[src/rtl/bounce_gen_pkg.sv]
// Shared types and constants for the switch-bounce emulator.
// Latency: n/a (types, constants and pure LFSR helper functions only).
// Backpressure: n/a; nothing in this package carries flow control.
package bounce_gen_pkg;

  typedef enum logic {
    IDLE   = 1'b0,
    BOUNCE = 1'b1
  } state_t;

  localparam int               LFSR_W             = 16;
  localparam logic [LFSR_W-1:0] LFSR_TAPS          = 16'hB400;
  localparam logic [LFSR_W-1:0] LFSR_FALLBACK_SEED = 16'hACE1;

  // One right-shifting Galois step.
  function automatic logic [LFSR_W-1:0] lfsr_step(input logic [LFSR_W-1:0] s);
    return (s >> 1) ^ (s[0] ? LFSR_TAPS : '0);
  endfunction

  // An all-zero state would lock the LFSR, so substitute the fallback seed.
  function automatic logic [LFSR_W-1:0] lfsr_seed_fix(input logic [LFSR_W-1:0] s);
    return (s == '0) ? LFSR_FALLBACK_SEED : s;
  endfunction

endpackage

[src/rtl/bounce_generator_lfsr16.sv]
// Free-running 16-bit Galois LFSR providing repeatable pseudo-random glitch lengths.
// Latency: state advances every clock; reset loads the (zero-corrected) seed asynchronously.
// Backpressure: none; it never stalls.
import bounce_gen_pkg::*;

module lfsr16 (
  input  logic              i_clk,
  input  logic              i_rst,
  input  logic [LFSR_W-1:0] i_seed,
  output logic [LFSR_W-1:0] o_state
);

  logic [LFSR_W-1:0] r_state;

  // Advance one step per clock; reseed on reset so stimulus is reproducible.
  always_ff @(posedge i_clk or posedge i_rst) begin
    if (i_rst) r_state <= lfsr_seed_fix(i_seed);
    else       r_state <= lfsr_step(r_state);
  end

  assign o_state = r_state;

endmodule

[src/rtl/bounce_generator.sv]
// Switch-bounce emulator: each change of i_level yields a burst of LFSR-timed glitches, then settles.
// Latency: o_bouncy follows a sampled change after 1 clock; settles BOUNCE_CYCLES clocks later.
// Backpressure: none; i_level is ignored while busy, a lingering mismatch restarts at the next IDLE edge.
// Optional edge counter output o_edges is built only when BOUNCE_GEN_COUNT_EN is defined.
import bounce_gen_pkg::*;

module bounce_generator #(
  parameter int          BOUNCE_CYCLES = 16,
  parameter int          MAX_GLITCH    = 4,
  parameter logic [15:0] LFSR_SEED     = 16'hACE1
) (
  input  logic       i_clk,
  input  logic       i_rst,
  input  logic       i_level,
  output logic       o_bouncy,
  output logic       o_busy,
  output logic       o_level
`ifdef BOUNCE_GEN_COUNT_EN
  ,
  output logic [7:0] o_edges
`endif
);

  localparam int               WIN_W    = $clog2(BOUNCE_CYCLES + 1);
  localparam int               SEG_W    = $clog2(MAX_GLITCH + 1);
  localparam logic [WIN_W-1:0] WIN_LOAD = WIN_W'(BOUNCE_CYCLES - 1);

  logic [LFSR_W-1:0] w_lfsr;
  logic [SEG_W-1:0]  w_seg_len;

  state_t            r_state, w_state_nxt;
  logic              r_target, w_target_nxt;
  logic              r_bouncy, w_bouncy_nxt;
  logic              r_level, w_level_nxt;
  logic [WIN_W-1:0]  r_win, w_win_nxt;
  logic [SEG_W-1:0]  r_seg, w_seg_nxt;
`ifdef BOUNCE_GEN_COUNT_EN
  logic [7:0]        r_edges, w_edges_nxt;
`endif

  lfsr16 u_lfsr (
    .i_clk   (i_clk),
    .i_rst   (i_rst),
    .i_seed  (LFSR_SEED),
    .o_state (w_lfsr)
  );

  // Segment length 1..MAX_GLITCH; MAX_GLITCH is a power of two so masking the low bits suffices.
  assign w_seg_len = SEG_W'((w_lfsr & LFSR_W'(MAX_GLITCH - 1)) + LFSR_W'(1));

  // Next-state and datapath: start a burst on mismatch, toggle on segment expiry, settle at window end.
  always_comb begin
    w_state_nxt  = r_state;
    w_target_nxt = r_target;
    w_bouncy_nxt = r_bouncy;
    w_level_nxt  = r_level;
    w_win_nxt    = r_win;
    w_seg_nxt    = r_seg;
`ifdef BOUNCE_GEN_COUNT_EN
    w_edges_nxt  = r_edges;
`endif
    case (r_state)
      IDLE: begin
        w_bouncy_nxt = r_level;
        if (i_level != r_level) begin
          w_target_nxt = i_level;
          w_bouncy_nxt = i_level;
          w_win_nxt    = WIN_LOAD;
          w_seg_nxt    = w_seg_len;
          w_state_nxt  = BOUNCE;
`ifdef BOUNCE_GEN_COUNT_EN
          w_edges_nxt  = 8'd0;
`endif
        end
      end
      BOUNCE: begin
        if (r_win == '0) begin
          w_bouncy_nxt = r_target;
          w_level_nxt  = r_target;
          w_state_nxt  = IDLE;
        end else begin
          w_win_nxt = r_win - WIN_W'(1);
          if (r_seg == SEG_W'(1)) begin
            w_bouncy_nxt = ~r_bouncy;
            w_seg_nxt    = w_seg_len;
`ifdef BOUNCE_GEN_COUNT_EN
            if (r_edges != 8'hFF) w_edges_nxt = r_edges + 8'd1;
`endif
          end else begin
            w_seg_nxt = r_seg - SEG_W'(1);
          end
        end
      end
      default: w_state_nxt = IDLE;
    endcase
  end

  // State and datapath registers; reset abandons any burst immediately.
  always_ff @(posedge i_clk or posedge i_rst) begin
    if (i_rst) begin
      r_state  <= IDLE;
      r_target <= 1'b0;
      r_bouncy <= 1'b0;
      r_level  <= 1'b0;
      r_win    <= '0;
      r_seg    <= '0;
`ifdef BOUNCE_GEN_COUNT_EN
      r_edges  <= 8'd0;
`endif
    end else begin
      r_state  <= w_state_nxt;
      r_target <= w_target_nxt;
      r_bouncy <= w_bouncy_nxt;
      r_level  <= w_level_nxt;
      r_win    <= w_win_nxt;
      r_seg    <= w_seg_nxt;
`ifdef BOUNCE_GEN_COUNT_EN
      r_edges  <= w_edges_nxt;
`endif
    end
  end

  assign o_bouncy = r_bouncy;
  assign o_level  = r_level;
  assign o_busy   = (r_state == BOUNCE);
`ifdef BOUNCE_GEN_COUNT_EN
  assign o_edges  = r_edges;
`endif

endmodule

[config.mk]
export PLATFORM = sky130hd
export DESIGN_NAME = bounce_generator
export DESIGN_NICKNAME = d
export VERILOG_FILES = /design/src/rtl/bounce_gen_pkg.sv /design/src/rtl/bounce_generator_lfsr16.sv /design/src/rtl/bounce_generator.sv
export SDC_FILE = /design/constraint.sdc
export NUM_CORES = 1
export LEC_CHECK = 0
export ABC_AREA = 1
export CORE_MARGIN = 2
export CORE_UTILIZATION = 63
export CTS_BUF_LIST = sky130_fd_sc_hd__clkbuf_8
export CTS_CLUSTER_DIAMETER = 50
export DETAILED_ROUTE_END_ITERATION = 8
export GPL_ROUTABILITY_DRIVEN = 0
export PLACE_DENSITY = 0.79
export SLEW_MARGIN = 25
export SYNTH_ARGS = -nofsm -noshare
export SYNTH_HDL_FRONTEND = slang
export SYNTH_SLANG_ARGS = --single-unit
[constraint.sdc]
create_clock -name i_clk -period 3.1 [get_ports i_clk]
set_input_delay 0.62 -clock i_clk [delete_from_list [all_inputs] [get_ports i_clk]]
set_output_delay 0.62 -clock i_clk [all_outputs]
set_load 0.01 [all_outputs]
# --- After elaboration in Yosys (flattened, before gate mapping) ---
# Index checks and enable logic that the tools add are counted.
totals:
  ramBits: 0
  input_bits: 3
  ff_bits: 28
  latch_bits: 0
  out_inout_bits: 3
  mem_count: 0
  wordCells: 37
  mem_bits_ro: 0
op_classes:
  mux: 15
  bitwise: 3
  order_cmp: 0
  eq_ne: 5
  reduce_logical: 4
  n_mul: 0
  n_div: 0
  shifts: 0
  n_addsub: 3
ops:
  columns: ["cell", "count"]
  rows:
  - ["16-bit 2-to-1 mux", 1]
  - ["15-bit by 16-bit bitwise XOR with 16-bit output", 1]
  - ["5-bit 2-to-1 mux", 2]
  - ["5-bit case mux with 2 select lines", 1]
  - ["3-bit 2-to-1 mux", 3]
  - ["3-bit case mux with 2 select lines", 1]
  - ["2-bit AND reduction", 3]
  - ["5-bit logical NOT", 1]
  - ["1-bit 2-to-1 mux", 5]
  - ["5-bit by 1-bit subtractor with 5-bit output (second input constant)", 1]
  - ["2-bit inequality test (second input constant)", 2]
  - ["1-bit case mux with 2 select lines", 2]
  - ["2-bit by 1-bit adder with 3-bit output (second input constant)", 1]
  - ["3-bit by 1-bit equality test with 1-bit output (second input constant)", 1]
  - ["3-bit by 1-bit inequality test with 1-bit output (second input constant)", 1]
  - ["3-bit by 1-bit subtractor with 3-bit output (second input constant)", 1]
  - ["1-bit NOT", 2]
  - ["1-bit inequality test", 1]

# --- Logic depth before layout (Yosys ltp) ---
logic_depth:
  ltp_word: 4
  depth_mapped: 8
  mapped_depth_nobuf: 8

# --- Least setup slack after synthesis ---
# Ideal clock, no wire load.
synth_timing:
  path_type: "input -> register"
  from: "in i_level"
  to: "reg r_target"
  cell_stages: 4
  setup_time_ns: 0.125
  arrival_ns: 1.497
  required_ns: 2.975
  path_slack_ns: 1.478
  path_buffers: 1
  path_cell_list: "ha_1 or2_1 buf_6 mux2_4"
synth_via:
  elab_chain_len: 2
synth_lines:
  columns: ["item", "line", "rtl"]
  rows:
  - ["start: declaration", "bounce_generator.sv:14", "input logic i_level,"]
  - ["1-bit inequality test", "bounce_generator.sv:65", "if (i_level != r_level) begin"]
  - ["2-bit AND reduction (no line)", null, null]
  - ["end signal: assignment", "bounce_generator.sv:112", "r_target <= w_target_nxt;"]
  - ["end: declaration", "bounce_generator.sv:32", "logic r_target, w_target_nxt;"]
# Several ways; a longest one is shown, not always the timed one.
# A chain may end at the register's enable or synchronous reset.

# --- Worst setup path after layout ---
layout_timing:
  from: "reg r_state (netlist: o_busy)"
  to: "out o_busy"
layout_rtl:
  columns: ["item", "line", "rtl"]
  rows:
  - ["start: declaration", "bounce_generator.sv:31", "state_t r_state, w_state_nxt;"]
  - ["start signal: assignment", "bounce_generator.sv:111", "r_state <= w_state_nxt;"]
  - ["end: declaration", "bounce_generator.sv:16", "output logic o_busy,"]
# No word-level cell between the ends.

==> summary.md <==
| Metric | Value |
|---|---|
| Clock transition at path regs | 0.09 ns |
| Latest clock arrival within the worst-skew pair | 0.27 ns |
| Hold Vio Cnt, Final | 0 |
| Nets | 121 |
| Synth cell types | 19 |
| Drt wl/cell | 12.5 um |
| Top cells by area, synth | dfrtp_1, dfstp_2, ha_1, nand2_1, inv_1 |
| CTS root buf | clkbuf_8 |
| Avg Cell Area, Syn | 11.3 um^2 |
| Die Area | 0.00220 mm^2 |
| Die Height | 46.9 um |
| Worst min path class | flop to flop |
| Worst Max-Slew Pin Slew | 0.541 ns |
| Crit path time final | 2.03 ns |
| Worst VDD drop | 0.542 mV |
| WP buf/inv | 1 |
| Max clock buf depth | 2 |
| Vias in the first global route | 640 |
| Final setup TNS | 0 ns |
| Ant. Diodes | 0 |
| Cts hold-fix bufs | 0 |
| Port Buffers | 5 |
| Largest family of logic cells by synthesized area | simple AND/OR/NAND/NOR gates |
| Cell Rows | 15 |
| Layout cells sized above 1 | 18.0% |
| Total power | 1.17 mW |
| DPL Wire Length | 1240 um |
| IO Pins | 6 |
| CTS tree | done |
| Initial detailed-routing violation count | 7 |
| PnR worst setup slack | 1.07 ns |
| Via density | 4.86 |
| Simple-Gate Fraction of Synth Area | 13.4% |
| Mapped Cells | 103 |
| Via Count | 661 |
| Fmax | 492 MHz |
| Compound-Gate Fraction of Synth Area | 6.79% |
| Adder-Cell Fraction of Synth Area | 6.47% |
| Setup crit start kind | flop |
| Post-CTS setup buffer count | 0 |
| Grt ovf | 0 |
| Crit Path Class | flop to primary output |
| Final setup fails | 0 |
| Pre-antenna DRT Iters | 3 |
| CTS buffer count | 3 |
| CP required | 2.48 ns |
| Static leakage | 0.661 nW |
| Xor and xnor area share after synthesis | 3.02% |
| Critical-path top delay cell | clkdlybuf4s50_1 |
| Final worst-path cycle share | 65.5% |
| Crit end category | primary output |
| Unrepaired setup endpoints after global routing | false |
| Antenna violations before repair | 0 |
| Outcome | completed |
| Synth area leader | dfrtp_1 |
| CP top delay family | buffers and inverters |
| Total Wirelength | 1700 um |
| Multiplexer area fraction after synthesis | 1.29% |
| Seq/Total Area, Yosys | 61.2% |
| Synthesized net count | 112 |
| First-pass GRT wire length | 2940 um |
| Post-synthesis register bit count | 28 |
| DIE WIDTH | 46.9 um |
| Pin count of the biggest net entering global routing | 29 |
| Power Density | 912 mW/mm^2 |
| Synth top area share | 43.1% |
| H-tree Lvls | 1 |
| Crit path DAT | 1.41 ns |
| DRC viols | 0 |
| Rel. slew slack | 63.9% |
| Tot GR Track Use | 20.2% |
| Synthesized area | 0.00116 mm^2 |
| P&R area growth vs syn | 10.8% |
| Clk_skew | 0.00275 ns |
| Routed Antenna Nets | 0 |
| Fin. max-slew vios | 0 |
| Dpl ws | 0.940 ns |
| Crit Path Max Fanout | 10 |
| Max cap viols | 0 |
| # clock sinks | 28 |
| CP max stage delay | 0.60 ns |
| Most frequent cells in the layout | nand2_1, dfrtp_1, inv_1 |
| PostCTS Resize Cnt | 0 |
| Starting Density | 67.2% |
| Cell chain of the critical path | clkdlybuf4s50_1 |
| Core area | 0.00173 mm^2 |
| Syn. warnings | 0 |
-- where the power goes --
part / internal (mW) / leakage (nW) / switching [mW] / total (mW)
registers: 0.437 / 0.338 / 0.0544 / 0.491
clock network: 0.173 / 0.0357 / 0.102 / 0.275
logic: 0.169 / 0.287 / 0.238 / 0.408
total: 0.778 / 0.661 / 0.395 / 1.17
-- kinds of logic (layout without fill, tap and decap cells) --
family | Yosys count | count (layout)
compound gates | 13 | 13
xor+xnor | 4 | 4
fa+ha+maj | 6 | 6
buf+inv | 16 | 24
flops | 28 | 28
mux | 1 | 1
simple gates | 35 | 35
-- state kept, by name (all words and copies together), names as in the netlist --
signal	flops
o_bouncy	1
u_lfsr.o_state	16
r_win	5
o_level	1
r_seg	3
r_target	1
o_busy	1
-- final cells by class --
class,count,area (um^2)
sequential,28,711
clock buffer,3,41.3
timing repair buffer,7,65.1
tap,25,31.3
clock inverter,1,30.0
fill,124,440
multi-input combinational,59,359
inverter,13,48.8
-- cell usage after synthesis --
cell and instances:
dfrtp_1 20, nand2_1 20, inv_1 13, dfstp_2 8, o21ai_0 8, nand3_1 7, ha_1 6, nor2_1 4
o21ai_2 3, xor2_1 3, buf_6 2, nand4_1 2, a21oi_1 1, buf_12 1, mux2_4 1, nand2_4 1
o211ai_1 1, or2_1 1, xnor2_1 1
-- per-stage QoR --
step	cells	instance area [um^2]	hold WS, ns	utilization (%)
global placement	132	1210	0.335	70.4
detailed placement	132	1210	0.335	70.4
finish	136	1290	0.354	74.5
global route	136	1290	0.368	74.5
CTS	136	1290	0.355	74.5
floorplan	103	1160	0.331	-
-- final timing paths --
check                           cells after the start              start  slack (ns)                  to
worst max-delay path                                1             o_busy        1.07              o_busy
worst min-delay path                                0  u_lfsr.o_state[3]        0.35   u_lfsr.o_state[2]
worst max register to register                      7           r_win[0]        1.59            r_seg[0]
worst min register to register                      0  u_lfsr.o_state[3]        0.35   u_lfsr.o_state[2]
max in group asynchronous                           3              i_rst        1.87  u_lfsr.o_state[10]
min in group asynchronous                           2              i_rst        0.71  u_lfsr.o_state[14]
-- worst register-to-register path, delay by kind of cell (launching register included) --
kind	cells	cell delay [ns]
buf+inv	1	0.13
fa+ha+maj	1	0.22
flops	1	0.36
compound gates	2	0.21
simple gates	3	0.47
-- metal layers --
| layer | vias to the layer above | wire length, um | GRT usage [%] | part of all wire (%) |
|---|---|---|---|---|
| met5 | - | 0 | 0 | 0 |
| met4 | 0 | 40 | 11.7 | 2.3 |
| met3 | 4 | 18 | 3.46 | 1.1 |
| met2 | 5 | 786 | 29.3 | 46 |
| met1 | 313 | 859 | 28.8 | 50 |
| li1 | 339 | - | - | - |
Note: power is estimated with default switching activity, not from simulation.
